===== src/rtl/icache_pkg.sv =====
// icache_pkg: shared geometry, FSM state and block type for the instruction cache
package icache_pkg;
  localparam int ADDR_W = 10;
  localparam int NUM_BLOCKS = 8;
  localparam int BLOCK_WORDS = 4;
  localparam int IDX_W = 3;
  localparam int OFF_W = 2;
  localparam int IDX_LSB = 4;
  localparam int TAG_W = ADDR_W - IDX_W - IDX_LSB;
  localparam int BADDR_W = TAG_W + IDX_W;
  localparam int BLOCK_BITS = 32 * BLOCK_WORDS;
  typedef enum logic {IDLE, MEM_READ} state_t;
  typedef logic [BLOCK_BITS-1:0] block_t;
endpackage


===== src/rtl/icache_line_array.sv =====
// icache_line_array: per-line valid/tag/data storage, sync write, async read, sync clear
module icache_line_array
  import icache_pkg::*;
(
  input  logic             CLK,
  input  logic             RESET,
  input  logic             we,
  input  logic [IDX_W-1:0] widx,
  input  logic [TAG_W-1:0] wtag,
  input  block_t           wdata,
  input  logic [IDX_W-1:0] ridx,
  output logic             rvalid,
  output logic [TAG_W-1:0] rtag,
  output block_t           rdata
);
  logic [NUM_BLOCKS-1:0] valid;
  logic [TAG_W-1:0] tags [NUM_BLOCKS];
  block_t data [NUM_BLOCKS];
  // valid bits: reset wins over a fill landing on the same edge
  always_ff @(posedge CLK) begin
    if (RESET) valid <= '0;
    else if (we) valid[widx] <= 1'b1;
  end
  // tag/data payload, only meaningful once the line is valid
  always_ff @(posedge CLK) begin
    if (we && !RESET) begin
      tags[widx] <= wtag;
      data[widx] <= wdata;
    end
  end
  assign rvalid = valid[ridx];
  assign rtag = tags[ridx];
  assign rdata = data[ridx];
endmodule


===== src/rtl/instr_cache.sv =====
// instr_cache: direct-mapped read-only I-cache; ICACHE_STATS_EN adds hit/miss counters
module instr_cache
  import icache_pkg::*;
(
  input  logic               CLK,
  input  logic               RESET,
  input  logic [31:0]        PC,
  input  logic               READ,
  output logic [31:0]        INSTRUCTION,
  output logic               BUSYWAIT,
  output logic               mem_read,
  output logic [BADDR_W-1:0] mem_address,
  input  block_t             mem_readdata,
  input  logic               mem_busywait
`ifdef ICACHE_STATS_EN
  ,
  output logic [15:0]        hit_count,
  output logic [15:0]        miss_count
`endif
);
  state_t state, next_state;
  logic [IDX_W-1:0] idx;
  logic [TAG_W-1:0] tag;
  logic [OFF_W-1:0] off;
  logic line_valid, hit, fill, miss_start;
  logic [TAG_W-1:0] line_tag;
  block_t line_data;
  logic unused_pc;
  assign idx = PC[IDX_LSB +: IDX_W];
  assign tag = PC[ADDR_W-1 -: TAG_W];
  assign off = PC[IDX_LSB-1 -: OFF_W];
  assign unused_pc = ^{PC[31:ADDR_W], PC[1:0]};
  icache_line_array u_lines (
    .CLK(CLK),
    .RESET(RESET),
    .we(fill),
    .widx(mem_address[IDX_W-1:0]),
    .wtag(mem_address[BADDR_W-1 -: TAG_W]),
    .wdata(mem_readdata),
    .ridx(idx),
    .rvalid(line_valid),
    .rtag(line_tag),
    .rdata(line_data)
  );
  assign hit = READ && line_valid && (line_tag == tag);
  assign miss_start = (state == IDLE) && READ && !hit;
  assign INSTRUCTION = hit ? line_data[{off, 5'd0} +: 32] : 32'h0;
  // state and the latched block address; the fill always targets this latched line
  always_ff @(posedge CLK) begin
    if (RESET) begin
      state <= IDLE;
      mem_address <= '0;
    end else begin
      state <= next_state;
      if (miss_start) mem_address <= PC[ADDR_W-1:IDX_LSB];
    end
  end
  // next state, stall and memory handshake
  always_comb begin
    next_state = state;
    BUSYWAIT = 1'b0;
    mem_read = 1'b0;
    fill = 1'b0;
    if (state == IDLE) begin
      BUSYWAIT = miss_start;
      if (miss_start) next_state = MEM_READ;
    end else begin
      BUSYWAIT = 1'b1;
      mem_read = 1'b1;
      fill = !mem_busywait;
      if (!mem_busywait) next_state = IDLE;
    end
  end
`ifdef ICACHE_STATS_EN
  // saturating hit/miss counters
  always_ff @(posedge CLK) begin
    if (RESET) begin
      hit_count <= '0;
      miss_count <= '0;
    end else begin
      if (state == IDLE && hit && hit_count != 16'hFFFF) hit_count <= hit_count + 16'd1;
      if (miss_start && miss_count != 16'hFFFF) miss_count <= miss_count + 16'd1;
    end
  end
`endif
endmodule

===== config.mk =====
export PLATFORM = sky130hd
export DESIGN_NAME = instr_cache
export DESIGN_NICKNAME = d
export VERILOG_FILES = /design/src/rtl/icache_pkg.sv /design/src/rtl/icache_line_array.sv /design/src/rtl/instr_cache.sv
export SDC_FILE = /design/constraint.sdc
export NUM_CORES = 1
export LEC_CHECK = 0
export CORE_ASPECT_RATIO = 0.75
export CORE_MARGIN = 5
export CORE_UTILIZATION = 40
export CTS_CLUSTER_DIAMETER = 200
export DETAILED_ROUTE_END_ITERATION = 12
export PLACE_DENSITY = 0.67
export SLEW_MARGIN = 20
export SYNTH_ARGS = -nofsm -noshare
export SYNTH_HDL_FRONTEND = slang
export SYNTH_HIERARCHICAL = 1
export SYNTH_SLANG_ARGS = --single-unit

===== constraint.sdc =====
create_clock -name CLK -period 40 [get_ports CLK]
set_input_delay 6 -clock CLK [delete_from_list [all_inputs] [get_ports CLK]]
set_output_delay 6 -clock CLK [all_outputs]
set_load 0.02 [all_outputs]

==> metrics.txt <==
CTS resizes=0; layout net count=2078; max-cap violations=0; most common cell after layout, fill and taps aside=edfxtp_1; vias in the first global route=19249; Post-route DRC=0; outcome=finished, final reports clean; Starting Density=0.403; Skew-Pair Late Insertion Delay=0.67 ns; sequential-to-total area share from yosys stat=0.762; Setup Skew=0.0149 ns; Worst Setup End Kind=output port; total power=2.32 mW; first-pass GRT wire length=130000 microns; CTS tree=built; Power Dens Cells=48.0 nW/um^2; initial antenna violation count=24; via count=18406; Max Fclk=60.0 MHz; Synth Warn #=6; HP Class=register to register; drt total wl=88400 microns; Setup Total Neg Slack=0 ns; setup violators final=0; post-DP HPWL=46500 microns; WS Path Type=input port to output port; final RePlAce weighted congestion=0.711; post-CTS setup buffers=0; drt first pass iters=5; Syn Inst Count=1680; total CTS buffers=104; synthesized cell area=41700 sq um; Vias/cell=5.47; placed insts=3160; Combinational Power Share=0.046; core area=103000 sq um; CP cell instances=buf_8 > buf_12 > mux4_2 > mux2_2 > xnor2_1 > and4_2 > buf_4 > and3_1 > clkdlybuf4s50_1; CTS Buffer Depth=3; syn_nets=1844; final non-filler cell total=3362; port bufs=179; total internal power=1.86 mW; routed len/inst=26.3 microns; Leak Pwr=15.4 nW; dpl ws=23.22 ns; Worst setup SP type=input port; fin crit share=0.416; CP required=34.00 ns; Bufs and invs on worst path=4; RSZ-0062 raised after global routing=no; fin crit period=16.66 ns; slowest stage delay, CP=0.81 ns; sequential share of power=0.530; Detail Route Antenna Nets=0; GRT Total Usage=0.159; slowest cell on the critical path=and4_2; family with the most delay on the worst path=buffers and inverters; Max Slew Vio Count=0; clock-pin slew on the worst setup and hold paths=0.06 ns; Worst Path Max Fanout=112; syn avg cell area=24.8 sq um; Site Rows=102; fraction of final layout cells with drive strength greater than 1=0.260; most frequent cells in the layout=edfxtp_1, mux4_2, clkdlybuf4s50_1; synthesized flop and latch total=1063; first-iteration detailed-routing DRC count=1326; Ports=204; Net Sw Power=461 uW; largest net degree at the start of global routing=113; clock sink total=1063; Root Driver=clkbuf_16; Final Hold Vio Count=0; slew margin rel.=0.317; Area Growth Syn to Fin=16.0%; DIE HEIGHT=290 microns; Die Wd=383 microns; arrival time at the worst endpoint=10.66 ns; Setup WS post-layout=23.34 ns; cts hold-fix bufs=0; Die ar.=111000 sq um; maximum vdd drop=0.0324 mV; Synth cell types=32; Sw Share=0.199; Clk pwr share=0.424; Slew @ Worst Pin=1.02 ns; depth of the CTS H-tree=3; GR Overflow Total=0
[sequential cells by signal, indices dropped and copies added (netlist names)]
register,flops
mem_address,6
u_lines/data,1024
state,1
u_lines/valid,8
u_lines/tags,24
[per-layer routing]
| metal | vias up | share of wire | GRT usage |
|---|---|---|---|
| met3 | 142 | 0.078 | 0.0455 |
| li1 | 7845 | - | - |
| met2 | 512 | 0.47 | 0.248 |
| met1 | 9881 | 0.44 | 0.224 |
| met5 | - | 0.0018 | 0 |
| met4 | 26 | 0.018 | 0.0358 |
[power groups by stage]
stage | Clock [mW] | Sequential (mW) | Combinational (mW)
after global placement | 0 | 1.25 | 0.104
after detailed placement | 0 | 1.26 | 0.107
final | 0.984 | 1.23 | 0.106
after global routing | 1.06 | 1.23 | 0.114
after floorplan | 0 | 1.26 | 0.0653
after CTS | 1.01 | 1.23 | 0.108
[kinds of logic after synthesis]
logic type      count (synthesis)  share of synthesized area
buf+inv                       103                     0.0173
compound gates                 10                    0.00147
simple gates                   67                     0.0108
flops                        1063                      0.762
mux                           434                      0.208
xor+xnor                        3                   0.000630
[path summary, 6_finish.rpt]
path                    start                  end  slack [ns]  cells after the start
max                     PC[4]      INSTRUCTION[24]       23.34                      9
min          u_lines/valid[1]     u_lines/valid[1]        0.46                      2
max reg2reg             state  u_lines/data[7][34]       36.19                      5
min reg2reg  u_lines/valid[1]     u_lines/valid[1]        0.46                      2
[metrics by stage]
stage	hold slack [ns]	cell area (sq um)	utilization
final	0.455	48400	0.468
after global routing	0.476	48300	0.468
after CTS	0.459	48300	0.468
after detailed placement	0.449	44900	0.434
after global placement	0.450	44900	0.434
after floorplan	0.422	41700	-
[synth_stat cells]
cell type	n	area (sq um)
nor2_1	1	3.75
mux4_1	121	3180
buf_1	22	82.6
nor4_1	4	25.0
nor3_4	1	16.3
nand4bb_1	3	33.8
buf_6	20	225
a21oi_1	7	35.0
and2_1	1	6.26
and3_1	32	200
and4_1	1	8.76
o21ba_1	1	10.0
xnor2_1	3	26.3
nand2b_1	12	75.1
o21bai_1	1	7.51
mux4_2	175	3940
inv_1	9	33.8
nand4b_1	3	26.3
buf_12	3	60.1
buf_8	11	165
mux2i_1	6	60.1
nor3_1	4	20.0
nand2_1	1	3.75
clkbuf_1	29	109
dfxtp_1	15	300
edfxtp_1	1048	31500
or2b_1	2	15.0
mux2_2	132	1490
buf_2	9	45.0
a41oi_1	1	8.76
or4b_2	1	10.0
nor2b_1	1	6.26
[worst register-to-register path: stages (launching register included)]
cell,delay (ns)
dfxtp_1,0.64
nor2b_1,0.59
nand2_1,0.30
nor3_2,0.23
buf_4,0.70
buf_4,0.90
[area by class of cell]
cell class,instances,area [sq um]
Fill cell,8311,55000
Antenna cell,11,27.5
Multi-Input combinational cell,514,9250
Sequential cell,1063,31800
Clock buffer,125,2720
Clock inverter,66,741
Tap cell,1352,1690
Timing Repair Buffer,222,2130
Inverter,9,33.8
(Power assumes the default switching activity.)
